## src/rtl/writeback_stage_pkg.sv

```systemverilog
// Shared types and constants for the writeback stage: result-source and
// grant encodings plus the buffered write entry layout.
package writeback_stage_pkg;

  localparam int XLEN       = 32;
  localparam int REG_ADDR_W = 5;

  typedef enum logic [1:0] {
    RES_ALU  = 2'b00,
    RES_MEM  = 2'b01,
    RES_PC4  = 2'b10,
    RES_RSVD = 2'b11
  } resultsrc_e;

  typedef enum logic {
    GRANT_PIPE = 1'b0,
    GRANT_DIV  = 1'b1
  } grant_e;

  typedef struct packed {
    logic [REG_ADDR_W-1:0] rd;
    logic [XLEN-1:0]       data;
  } wb_entry_t;

  // The reserved encoding falls back to the ALU word.
  function automatic logic [XLEN-1:0] select_result(
    input logic [1:0]      src,
    input logic [XLEN-1:0] alu,
    input logic [XLEN-1:0] mem,
    input logic [XLEN-1:0] pc4
  );
    case (src)
      RES_MEM: return mem;
      RES_PC4: return pc4;
      default: return alu;
    endcase
  endfunction

endpackage

```

## src/rtl/writeback_stage_wb_fifo.sv

```systemverilog
// Small synchronous FIFO for the pipeline lane; exposes every slot and its
// valid bit so the parent can build the pending-write mask.
module wb_fifo #(
  parameter int DEPTH = 2,
  parameter int W     = 37
) (
  input  logic                    clk,
  input  logic                    rst_n,
  input  logic                    push,
  input  logic                    pop,
  input  logic [W-1:0]            din,
  output logic [W-1:0]            head,
  output logic                    full,
  output logic                    empty,
  output logic [DEPTH-1:0]        entry_valid,
  output logic [DEPTH-1:0][W-1:0] entries
);

  localparam int AW = (DEPTH > 1) ? $clog2(DEPTH) : 1;

  logic [AW-1:0]           rd_ptr;
  logic [AW-1:0]           wr_ptr;
  logic [DEPTH-1:0][W-1:0] mem;
  logic [DEPTH-1:0]        vld;

  // Per-slot valid bits replace a counter; pointers wrap since DEPTH is a power of two.
  always_ff @(posedge clk or negedge rst_n) begin
    if (!rst_n) begin
      rd_ptr <= '0;
      wr_ptr <= '0;
      mem    <= '0;
      vld    <= '0;
    end else begin
      if (pop && !empty) begin
        vld[rd_ptr] <= 1'b0;
        rd_ptr      <= rd_ptr + 1'b1;
      end
      if (push && !full) begin
        mem[wr_ptr] <= din;
        vld[wr_ptr] <= 1'b1;
        wr_ptr      <= wr_ptr + 1'b1;
      end
    end
  end

  assign head        = mem[rd_ptr];
  assign full        = &vld;
  assign empty       = ~|vld;
  assign entry_valid = vld;
  assign entries     = mem;

endmodule

```

## src/rtl/writeback_stage.sv

```systemverilog
// Register-file write-port owner: merges the MEM/WB FIFO lane and the divider
// holding register with round-robin arbitration and publishes pending writes.
module writeback_stage
  import writeback_stage_pkg::*;
#(
  parameter int FIFO_DEPTH = 2
) (
  input  logic                  clk,
  input  logic                  rst_n,
  input  logic                  in_valid,
  output logic                  in_ready,
  input  logic                  in_regwrite,
  input  logic [REG_ADDR_W-1:0] in_rd,
  input  logic [1:0]            in_resultsrc,
  input  logic [XLEN-1:0]       in_alu_result,
  input  logic [XLEN-1:0]       in_read_data,
  input  logic [XLEN-1:0]       in_pc_plus4,
  input  logic                  div_valid,
  output logic                  div_ready,
  input  logic [REG_ADDR_W-1:0] div_rd,
  input  logic [XLEN-1:0]       div_result,
  output logic                  we3,
  output logic [REG_ADDR_W-1:0] a3,
  output logic [XLEN-1:0]       wd3,
  output logic [XLEN-1:0]       pend_mask
);

  localparam int EW = $bits(wb_entry_t);

  wb_entry_t                       fifo_din;
  wb_entry_t                       fifo_head;
  logic                            fifo_push;
  logic                            fifo_pop;
  logic                            fifo_full;
  logic                            fifo_empty;
  logic [FIFO_DEPTH-1:0]           fifo_valid;
  logic [FIFO_DEPTH-1:0][EW-1:0]   fifo_entries;

  logic                  hold_valid;
  logic [REG_ADDR_W-1:0] hold_rd;
  logic [XLEN-1:0]       hold_data;
  logic                  hold_clr;
  logic                  div_load;
  grant_e                last_grant;
  grant_e                grant;

  // Entries that write nothing are accepted but never take a FIFO slot.
  assign in_ready  = !fifo_full;
  assign div_ready = !hold_valid;
  assign fifo_push = in_valid && in_ready && in_regwrite && (in_rd != '0);
  assign div_load  = div_valid && div_ready && (div_rd != '0);
  assign fifo_din  = '{rd: in_rd,
                       data: select_result(in_resultsrc, in_alu_result,
                                           in_read_data, in_pc_plus4)};

  wb_fifo #(
    .DEPTH(FIFO_DEPTH),
    .W    (EW)
  ) u_fifo (
    .clk        (clk),
    .rst_n      (rst_n),
    .push       (fifo_push),
    .pop        (fifo_pop),
    .din        (fifo_din),
    .head       (fifo_head),
    .full       (fifo_full),
    .empty      (fifo_empty),
    .entry_valid(fifo_valid),
    .entries    (fifo_entries)
  );

  // On contention the lane that did not win last time takes the port.
  always_comb begin
    grant = GRANT_PIPE;
    we3   = 1'b0;
    a3    = '0;
    wd3   = '0;
    if (!fifo_empty && hold_valid) begin
      grant = (last_grant == GRANT_DIV) ? GRANT_PIPE : GRANT_DIV;
    end else if (hold_valid) begin
      grant = GRANT_DIV;
    end
    if (!fifo_empty || hold_valid) begin
      we3 = 1'b1;
      if (grant == GRANT_PIPE) begin
        a3  = fifo_head.rd;
        wd3 = fifo_head.data;
      end else begin
        a3  = hold_rd;
        wd3 = hold_data;
      end
    end
  end

  assign fifo_pop = we3 && (grant == GRANT_PIPE);
  assign hold_clr = we3 && (grant == GRANT_DIV);

  // A full holder is never reloaded, so clear and load never coincide.
  always_ff @(posedge clk or negedge rst_n) begin
    if (!rst_n) begin
      hold_valid <= 1'b0;
      hold_rd    <= '0;
      hold_data  <= '0;
      last_grant <= GRANT_DIV;
    end else begin
      if (hold_clr) begin
        hold_valid <= 1'b0;
      end
      if (div_load) begin
        hold_valid <= 1'b1;
        hold_rd    <= div_rd;
        hold_data  <= div_result;
      end
      if (we3) begin
        last_grant <= grant;
      end
    end
  end

  always_comb begin
    pend_mask = '0;
    for (int i = 0; i < FIFO_DEPTH; i++) begin
      if (fifo_valid[i]) begin
        pend_mask = pend_mask | (XLEN'(1) << fifo_entries[i][XLEN +: REG_ADDR_W]);
      end
    end
    if (hold_valid) begin
      pend_mask = pend_mask | (XLEN'(1) << hold_rd);
    end
    pend_mask[0] = 1'b0;
  end

endmodule

```

## config.mk

```make
export PLATFORM = sky130hd
export DESIGN_NAME = writeback_stage
export DESIGN_NICKNAME = d
export VERILOG_FILES = /design/src/rtl/writeback_stage_pkg.sv /design/src/rtl/writeback_stage_wb_fifo.sv /design/src/rtl/writeback_stage.sv
export SDC_FILE = /design/constraint.sdc
export NUM_CORES = 1
export LEC_CHECK = 0
export ABC_CLOCK_PERIOD_IN_PS = 4990
export BUFFER_PORTS_ARGS = -buffer_cell sky130_fd_sc_hd__buf_2
export CORE_MARGIN = 2
export CORE_UTILIZATION = 48
export CTS_CLUSTER_SIZE = 12
export DETAILED_ROUTE_END_ITERATION = 7
export PLACE_DENSITY = 0.79
export SYNTH_ARGS = -nofsm -noshare
export SYNTH_HDL_FRONTEND = slang
export SYNTH_HIERARCHICAL = 1
export SYNTH_SLANG_ARGS = --single-unit
```

## constraint.sdc

```tcl
create_clock -name clk -period 4.99 [get_ports clk]
set_input_delay 0.7485 -clock clk [delete_from_list [all_inputs] [get_ports clk]]
set_output_delay 0.7485 -clock clk [all_outputs]
set_load 0.02 [all_outputs]
```

### After elaboration in Yosys (flattened, before gate mapping)

Index checks and enable logic that the tools add are counted.
W data, S select, Z words.

* register bits: 117
* bits in writable memories: 0
* memories: 0
* bits in latches: 0
* bits in read-only memories: 0
* logic and storage cells: 71

* add/sub/neg operators: 2
* bitwise logic cells: 6
* $mul: 0
* divide/modulo/power cells: 0
* order comparisons: 4
* reduce and logical (&&, ||, !) cells: 20
* multiplexer cells: 25
* shift-type cells: 3
* equal/unequal tests: 2

Operators with widths (number)
* $mux W32: 5
* $mux W37: 3
* $shl A1 B5 Y32 const A: 3
* $bwmux W74: 1
* $or A32 B32 Y32: 2
* $pmux W32 S2: 1
* $demux W37 S1: 1
* $logic_and A1 B1 Y1: 12
* $mux W5: 2
* $reduce_bool A5 Y1: 2
* $mux W1: 8
* $lt A1 B2 Y1 const B: 2
* $mux W2: 2
* $add A1 B1 Y1 const B: 2
* $and A2 B2 Y2: 1
* $demux W1 S1: 2
* $eq A2 B1 Y1 const B: 1
* $eq A2 B2 Y1 const B: 1
* $ge A1 B1 Y1 const B: 2
* $logic_not A1 Y1: 2
* $not A2 Y2: 1
* $or A2 B2 Y2: 1
* $reduce_and A2 Y1: 1
* $reduce_bool A2 Y1: 1
* other kinds (3): 3

### Longest topological paths before layout

Gate-level depths: netlist of the first run.

* word-level depth: 9
* depth in mapped cells: 7
* gate-level depth less buffers: 6

### Hierarchy

Netlist of the first run, hierarchy kept.

Modules (own cells, without submodules)
* writeback_stage: seq. area each 977.2 sq um, times used 1, area an instance 3503.4 sq um, cells each 479
* wb_fifo: seq. area each 1951.9 sq um, times used 1, area an instance 3468.3 sq um, cells each 214

### Worst setup path after synthesis of the first run

OpenSTA, ideal clock, no wires.

* path kind: input to register
* start point: input port in_rd[0]
* end point: register u_fifo.mem, in the netlist u_fifo/entries[16]
* data required time: 4.863 ns
* cell stages on the path: 6
* buffers on the path: 1
* path slack: 2.552 ns
* arrival: 2.310 ns
* cells stage by stage: or4_1 -> o2111a_1 -> a21bo_2 -> nor2_8 -> buf_6 -> mux2_1

* word-level cells in the longest chain between the ends: 3

Ends and longest elaborated chain
* from (decl): line writeback_stage.sv:13 `input logic [REG_ADDR_W-1:0] in_rd,`
* $reduce_bool A5 Y1: line writeback_stage.sv:50 `assign fifo_push = in_valid && in_ready && in_regwrite && (in_rd != '0);`
* $logic_and A1 B1 Y1: line writeback_stage.sv:50
* named net fifo_push: line writeback_stage.sv:32 `logic fifo_push;`
* $logic_and A1 B1 Y1: line writeback_stage_wb_fifo.sv:38 `if (push && !full) begin`
* to (signal, indexed assignment): line writeback_stage_wb_fifo.sv:39 `mem[wr_ptr] <= din;`
* to (decl): line writeback_stage_wb_fifo.sv:23 `logic [DEPTH-1:0][W-1:0] mem;`

The timed path passes the listed nets, and every way through them passes these cells.
A chain may end at the register's enable or synchronous reset.

### Worst setup path after layout of the first run

* start point: register u_fifo.vld[1] (netlist: u_fifo/entry_valid[1])
* end point: output port wd3[14]

* word-level cells in the longest chain between the ends: 5
* elaborated cells on any way between the ends: 6

Ends and longest elaborated chain
* from (decl): line writeback_stage_wb_fifo.sv:24 `logic [DEPTH-1:0] vld;`
* from (signal assigned): line writeback_stage_wb_fifo.sv:32 `vld <= '0;`
* from (signal, indexed assignment): line writeback_stage_wb_fifo.sv:35 `vld[rd_ptr] <= 1'b0;`
* from (signal, indexed assignment): line writeback_stage_wb_fifo.sv:40 `vld[wr_ptr] <= 1'b1;`
* $reduce_or A2 Y1 *: line writeback_stage_wb_fifo.sv:48 `assign empty = ~|vld;`
* $logic_and A1 B1 Y1: line writeback_stage.sv:78 `if (!fifo_empty && hold_valid) begin`
* $mux W1: line writeback_stage.sv:78
* $mux W32: line writeback_stage.sv:85 `if (grant == GRANT_PIPE) begin`
* $mux W32 *: line writeback_stage.sv:83 `if (!fifo_empty || hold_valid) begin`
* to (decl): line writeback_stage.sv:24 `output logic [XLEN-1:0] wd3,`

Every way passes the cells marked *; elsewhere a longest branch is shown, timed or not.

==> metrics.txt, run 1 <==
status=finished, final reports clean; cell count after placement=1,040; maximum VDD drop=354 uV; Vias/cell=around 5.7; H-Tree Depth=4; Synthesized Nets=840; drt wl/cell=17.6 um; fmax=0.281 GHz; synthesized instance count=approximately 690; GR Layer Usage met2=41.8%; Max Slew Vio Count=0; Die Y-Extent=125 um; Yosys cell types=37; utilization after layout=60.1%; pre-CTS setup slack=1.90 ns; FP Rows=44; M3 GR Usage=under 10%; hpwl dp=13,400 um; Yosys reg bits=about 120; total die area=~0.016 mm2; register area share after synthesis=42.0%; worst min path class=primary input to async pin; final setup violation count=0; Inserted Clock Buffers=17; vias in the first global route=5,983; Vias=6,060; clk buf depth=2; drt first pass iters=5; CP max FO=39; Pleak=4.30 nW; gpl congestion=0.917; worst-skew pair later-pin latency=0.41 ns; Final Hold Vio Count=0; CTS tree=yes; P per Cell Area=around 630 mW/mm2; largest net degree at the start of global routing=65; Async SR Flop Fraction=100%; area of the multi-input gates=0.00373 mm2; fill cell count=between 1,000 and 1,500; WS Path Type=register to primary output; Residual DRC=0; area of placed instances=approximately 0.0080 mm2; R2R Setup Slk=2.36 ns; layout cell share with drive strength beyond 1=a little under half; clk sinks=117; WP data arrival=~2.8 ns; WHS=between 0.3 and 0.4 ns; total grt overflow=0; Post-Syn Area=0.00697 mm2; Layout Nets=1,022; Clock Root Buffer=clkbuf_16; DRT Wirelength=18,900 um; Storage cell area=0.00293 mm2; Die W=125 um; Max-Cap Viols=0; setup TNS=0 ns; EDFF count, synth=0; post-route cell area=0.00864 mm2; gr busiest metal=met2; Worst EP required=between 4 and 5 ns; IO Port Bufs=215; R2R depth=5; Hold Buf Count CTS=0; warnings from Yosys=6; CP startpoint kind=register; fin crit period=about 3.6 ns; Post-DRT Antenna Nets=0; Final WS setup=1.44 ns; RSZ-0062 raised after global routing=false; Slew HR=25.5%; first-pass GRT wire length=30,600 um; initial antenna violation count=1; DR iter-0 viols=384; post-CTS setup buffer count=0; clk_skew=0.0125 ns; CP endpoint kind=primary output; Layout area overhead=23.9%; Syn Area/Cell=10.1 um2; Ports=217; GRT Total Usage=24.5%; Worst-path clk slew=0.05 ns; Synth Flop Type=dfrtp_1; Final Cycle Share=between 70% and 80%; Initial Util=48.5%; Slew @ Worst Pin=1.11 ns; Final Non-Filler Cells=1,072; area of the core=0.0144 mm2; PostCTS Resize Cnt=0; met1 usage=31.0%; total power=5.46 mW
-- state kept, by name, summed over array words and instances (netlist names) --
name,count
last_grant,1
u_fifo/rd_ptr,1
u_fifo/entries,74
hold_data,32
hold_rd,5
u_fifo/entry_valid,2
hold_valid,1
u_fifo/wr_ptr,1
-- cell usage after synthesis (all sizes together), types with 2 or more instances --
cell type	n	area share [%]
mux2	143	24
nand2	132	7.1
dfrtp	116	42
o21ai	75	5.5
a22oi	61	6.6
clkbuf	39	2.1
nand3	37	2.7
buf	19	2.1
and3b	15	1.9
nor3b	12	1.3
inv	8	0.43
and3	6	0.54
a22o	5	0.63
nor3	3	0.22
a222oi	2	0.29
and2	2	0.18
ha	2	0.36
nand2b	2	0.18
nor2	2	0.34
or4	2	0.27
xnor2	2	0.25
-- critical path, cell delays in order (launching register included) --
cell and delay, ns:
dfrtp_1 0.44, nor2_1 0.26, nand2b_2 0.17, buf_4 0.37
and2_1 0.48, buf_4 0.34, o21ai_0 0.16, buf_2 0.18
-- cell type report --
| type | count | share of cell area (%) |
|---|---|---|
| antenna | 1 | 0.0290 |
| clock inverter | 9 | 1.16 |
| tap | 184 | 2.67 |
| inverter | 8 | 0.348 |
| multi-input combinational | 510 | 43.1 |
| clock buffer | 22 | 5.72 |
| sequential | 117 | 33.9 |
| timing repair buffer | 221 | 13.0 |
-- power by group --
group          internal, mW  switching [mW]  total [mW]
logic                  1.10            1.37        2.47
registers              1.37           0.415        1.78
clock network         0.793           0.414        1.21
-- metal layers --
metal	vias up	wire (um)	part of all wire [%]
met4	0	307	1.6
met2	269	9400	50
met1	2916	7950	42
li1	2857	-	-
met3	18	1250	6.6
met5	-	0	0
-- layout by cell type (no fill, tap or decap), types with 2 or more instances in the layout --
cell type	count
a222oi_1	2
a22o_1	5
a22oi_1	61
and2_1	2
and3_1	6
and3b_1	15
buf_2	214
buf_4	7
bufinv_16	2
clkbuf_16	17
clkbuf_8	5
clkinv_2	5
clkinvlp_4	2
dfrtp_1	115
inv_1	8
mux2_1	2
mux2_2	122
mux2_4	19
nand2_1	132
nand2b_2	2
nand3_1	37
nor3_1	3
nor3b_1	12
o21ai_0	74
xnor2_1	2
-- worst paths after layout --
path | startpoint | endpoint
min in group clk | u_fifo/entries[48] | u_fifo/entries[48]
max | u_fifo/entry_valid[1] | wd3[14]
max in group asynchronous | rst_n | u_fifo/entries[40]
min | rst_n | u_fifo/entries[20]
max reg2reg | hold_valid | hold_data[14]
min reg2reg | u_fifo/entries[48] | u_fifo/entries[48]
-- cell families after synthesis --
group | count (synthesis) | share of synthesized area [%]
compound gates | 147 | 13.5
xor+xnor | 2 | 0.251
fa+ha+maj | 2 | 0.359
buf+inv | 66 | 4.63
flops | 117 | 42.0
mux | 143 | 24.1
other cells | 1 | 0.0538
simple gates | 215 | 15.0
Note: power is estimated with default switching activity, not from simulation.
==> inputs of run 2 (changes only) <==
ABC_CLOCK_PERIOD_IN_PS = 2970   (was 4990)
CORE_UTILIZATION = 47   (was 48)
PLACE_DENSITY = 0.8   (was 0.79)
clock period = 2.97 ns   (was 4.99 ns; I/O delays follow)
==> run 2 against run 1 <==
  * Worst setup slack worse by 1.2 ns
  * Core utilization hardly changed
  * Register-to-register slack worse by 1.8 ns
  * Routed wire length hardly changed
  * Power is 71% higher
  * Highest routed layer unchanged
  * Largest power group unchanged
  * Combinational power is 73% higher
  * Via count is 0.48% higher
  * Non-clock buffer count is 9 higher
  * Cell area is 1.2% higher
  * Critical endpoint is now a3[1]
  * Die area is 2.1% higher
==> metrics.txt, run 2 (synthesis results as in run 1) <==
status=finished, final reports clean; Hold Buf Count CTS=0; RSZ-0062 raised after global routing=false; CP endpoint kind=primary output; clk_skew=0.00731 ns; GRT Total Usage=24.3%; hpwl dp=13,300 um; Layout Nets=1,031; vias in the first global route=between 6,000 and 7,000; CP max FO=38; IO Port Bufs=215; Slew @ Worst Pin=approximately 0.82 ns; CP startpoint kind=register; worst min path class=primary input to async pin; CTS tree=yes; Worst-path clk slew=0.06 ns; clk sinks=roughly 120; Die W=about 130 um; Final Cycle Share=90.9%; total die area=0.0158 mm2; Clock Root Buffer=clkbuf_16; Worst EP required=around 2.5 ns; DRT Wirelength=18,900 um; fin crit period=2.70 ns; clk buf depth=2; DR iter-0 viols=467; maximum VDD drop=570 uV; Residual DRC=0; Max-Cap Viols=0; WHS=0.0285 ns; Vias=6,089; FP Rows=44; post-CTS setup buffer count=0; area of the core=0.0145 mm2; gpl congestion=0.906; Slew HR=45.4%; total grt overflow=0; initial antenna violation count=0; PostCTS Resize Cnt=0; Ports=217; cell count after placement=about 1,000; Layout area overhead=25.4%; H-Tree Depth=4; Post-DRT Antenna Nets=0; drt first pass iters=5; commonest non-fill, non-tap cell in the layout=buf_2; first-pass GRT wire length=30,900 um; layout cell share with drive strength beyond 1=45.7%; setup TNS=0 ns; commonest cells after routing, fill and taps aside=buf_2, nand2_1, mux2_2; Pleak=around 4.4 nW; Final WS setup=0.270 ns; pre-CTS setup slack=0.596 ns; antenna cells=0; Initial Util=48.0%; final setup violation count=0; Inserted Clock Buffers=17; fmax=0.370 GHz; max reg flops=74; worst-skew pair later-pin latency=between 0.4 and 0.5 ns; Final Hold Vio Count=0; WP data arrival=2.25 ns; P per Cell Area=about 1100 mW/mm2; Max Slew Vio Count=0; drt wl/cell=17.5 um; Final Non-Filler Cells=1,081; Die Y-Extent=126 um; Vias/cell=between 5 and 6; WS Path Type=register to primary output; largest net degree at the start of global routing=75
run 2: cell types whose count changed in the layout (fill, tap and decap cells not counted), sizes merged:
| cell | delta |
|---|---|
| inv | +2 |
| buf | +9 |
| clkbuf | -1 |
| bufinv | +1 |
| clkinvlp | +1 |
| clkinv | -2 |
| diode | -1 |
run 2: power by group:
group | internal [mW] | switching [mW] | total [mW]
sequential | 2.30 | 0.642 | 2.94
clock | 1.37 | 0.740 | 2.11
combinational | 1.89 | 2.38 | 4.27
total | 5.56 | 3.76 | 9.32
run 2: layout make-up:
cell class	instances	area (um2)
fillers	1279	5790
multi-input cells	510	3720
flip-flops and latches	117	2930
repair buffers	230	1220
clock buffers	21	460
well taps	184	230
clock inverters	11	149
inverters	8	30.0
run 2: through the flow:
stage	utilization (%)	instance area, um2	power (mW)
finish	60.1	8740	9.32
global route	60.1	8740	9.90
floorplan	-	6970	5.83
detailed placement	55.9	8130	7.20
global placement	55.9	8130	7.08
CTS	60.1	8740	9.35
run 2: worst paths after layout:
path	start	endpoint	slack, ns	depth (start not counted)
setup reg to reg	u_fifo/entry_valid[0]	u_fifo/entries[8]	0.61	6
max in group asynchronous	rst_n	last_grant	2.10	2
min in group clk	div_result[10]	hold_data[10]	0.26	2
setup / recovery	u_fifo/entry_valid[0]	a3[1]	0.27	6
hold reg to reg	u_fifo/entries[12]	u_fifo/entries[12]	0.50	1
hold / removal	rst_n	hold_data[16]	0.03	1
run 2: layer usage:
metal  GRT usage, %  up-vias  routed length (um)
met5              0        -                   0
li1               -     2870                   -
met2           42.4      238                9410
met3           5.65       31                1290
met1           30.1     2950                7880
met4           7.30        0                 333
run 2: critical path, cell delays in order (launching register included):
cell and delay [ns]:
dfrtp_1 0.45, nor2_1 0.29, nand2b_2 0.19, buf_4 0.39
nand3_1 0.12, o21ai_0 0.17, buf_2 0.23
==> inputs of run 3 (changes only) <==
ABC_AREA = 1   (was not set)
CORE_UTILIZATION = 48   (was 47)
PLACE_DENSITY = 0.81   (was 0.8)
==> run 3 against run 2 <==
  * Clock skew decreased by 0.00078 ns
  * Highest routed layer is now met5
  * Maximum frequency fell by 2.9%
  * First-iteration DRC count is 46% higher
  * Largest cell class unchanged
  * Cell area is 1.3% higher
  * Non-clock buffer count is 1 higher
  * Core utilization shrank 1.2 points
  * Critical path type unchanged
  * Count of clock-buffer cells in the layout rose by 7
==> metrics.txt, run 3 <==
Hold Buf Count CTS=0; Slew HR=between 40% and 50%; DRT Wirelength=between 20,000 and 25,000 um; Vias=between 7,000 and 8,000; Worst-path clk slew=0.05 ns; Ports=217; clk_skew=~0.0065 ns; P per Cell Area=1080 mW/mm2; Die Y-Extent=127 um; drt wl/cell=about 15 um; Worst EP required=2.52 ns; Initial Util=roughly half; layout cell share with drive strength beyond 1=22.9%; IO Port Bufs=215; Slew @ Worst Pin=~0.80 ns; maximum VDD drop=722 uV; post-CTS setup buffer count=0; warnings from Yosys=6; Pleak=5.07 nW; first-pass GRT wire length=35,800 um; largest area contributor in the netlist=dfrtp_1; vias in the first global route=7,218; Clock Root Buffer=clkbuf_16; CP endpoint kind=primary output; Max-Cap Viols=0; Layout Nets=1,416; Synth top area share=39.8%; clk buf depth=2; Post-Syn Area=~0.0073 mm2; Residual DRC=0; H-Tree Depth=4; CTS tree=yes; most frequent cell after synthesis=nand2_1; area of the core=0.0150 mm2; setup TNS=0 ns; total die area=0.0162 mm2; R2R Setup Slk=0.96 ns; R2R depth=11; final setup violation count=0; Layout area overhead=21.5%; worst min path class=primary input to async pin; CP startpoint kind=register; register area share after synthesis=40.2%; Inserted Clock Buffers=17; RSZ-0062 raised after global routing=false; total power=9.59 mW; largest net degree at the start of global routing=77; status=finished, final reports clean; total grt overflow=0; gpl congestion=0.957; drt first pass iters=6; EDFF count, synth=0; PostCTS Resize Cnt=0; GRT Total Usage=28.1%; fmax=0.360 GHz; WS Path Type=register to primary output; DR iter-0 viols=683; Yosys cell types=30; CP max FO=35; Syn Area/Cell=6.72 um2; fin crit period=between 2 and 3 ns; commonest cells after routing, fill and taps aside=nand2_1, buf_2, nand3_1; hpwl dp=16,100 um; Synth Flop Type=dfrtp_1; leading post-synthesis cells by instance count=nand2_1, nand3_1, dfrtp_1; Die W=127 um; clk sinks=117; WP data arrival=2.33 ns; Critical R2R Launch=u_fifo/entry_valid[0]; Max Slew Vio Count=0; Final Hold Vio Count=0; Post-DRT Antenna Nets=0; Synthesized Nets=1,232; initial antenna violation count=2; worst-skew pair later-pin latency=approximately 0.41 ns; reg2reg end=u_fifo/entry_valid[0]; Async SR Flop Fraction=100%; commonest non-fill, non-tap cell in the layout=nand2_1; FP Rows=45; Vias/cell=about 5.2; Final Cycle Share=93.6%; synthesized instance count=approximately 1,100; Yosys reg bits=117; largest cells by area after synthesis=dfrtp_1, nand2_1, nand3_1; max reg flops=74
[run 3: changes by cell type in the layout (fill, tap and decap cells not counted), sizes merged, moves of 5 or more]
cell	change
nor3b	-12
inv	+77
mux2	-143
a22oi	-61
nand3	+93
and3b	-15
a21oi	+63
a22o	-5
nand4	+9
clkbuf	+7
nor2	+63
o22ai	+5
nand2	+324
and3	-6
[run 3: worst max path at each step]
stage / depth (start not counted) / to / from / slack (ns)
4_1_cts: 11 / wd3[5] / u_fifo/entry_valid[0] / 0.23
6_report: 11 / wd3[16] / u_fifo/entry_valid[0] / 0.19
5_1_grt: 11 / wd3[18] / u_fifo/entry_valid[0] / 0.007
2_1_floorplan: 11 / wd3[22] / u_fifo/entry_valid[0] / 1.17
3_5_place_dp: 11 / wd3[5] / u_fifo/entry_valid[0] / 0.67
3_3_place_gp: 11 / wd3[17] / u_fifo/entry_valid[0] / 0.80
[run 3: metrics by stage]
step	hold WS [ns]	instance area [um2]	util [%]	setup WS, ns	instances
after floorplan	0.150	7290	-	1.17	1085
after global placement	0.455	8310	55.2	0.800	1438
after detailed placement	0.459	8310	55.2	0.675	1438
after CTS	0.0448	8850	58.9	0.230	1469
after global routing	0.0704	8850	58.9	0.00698	1469
final	0.0452	8860	58.9	0.190	1470
[run 3: cell families after synthesis]
group | after synthesis | synth area share (%)
fa+ha+maj | 2 | 0.343
other cells | 1 | 0.0514
buf+inv | 153 | 10.4
flops | 117 | 40.2
simple gates | 666 | 37.8
compound gates | 146 | 11.2
[run 3: area by class of cell]
class / instances / area, um2
fillers: 1460 / 6180
multi-input cells: 815 / 3600
flip-flops and latches: 117 / 2930
repair buffers: 231 / 1210
clock buffers: 28 / 507
inverters: 87 / 327
well taps: 188 / 235
clock inverters: 3 / 42.5
diodes: 1 / 2.50
[run 3: critical path, stage by stage, from the launching register on]
cell     delay [ns]
dfrtp_1        0.43
inv_1          0.06
nand2_1        0.11
inv_1          0.06
inv_1          0.06
nand2_2        0.06
nand2_2        0.13
nand2_4        0.09
inv_2          0.52
nand2_1        0.13
nand2_1        0.10
buf_2          0.16
[run 3: routing by layer]
layer	up-vias	share of wire, %	routed length [um]	global-route usage [%]
met2	362	48	10600	47.0
li1	3812	-	-	-
met5	-	0.12	26	0
met3	53	7.7	1700	5.49
met1	3444	41	9060	35.1
met4	4	3.5	769	13.4
[run 3: report_power, final]
part | switching, mW | internal [mW] | total, mW
combinational | 3.27 | 1.44 | 4.71
sequential | 0.620 | 2.37 | 2.99
clock | 0.662 | 1.23 | 1.89
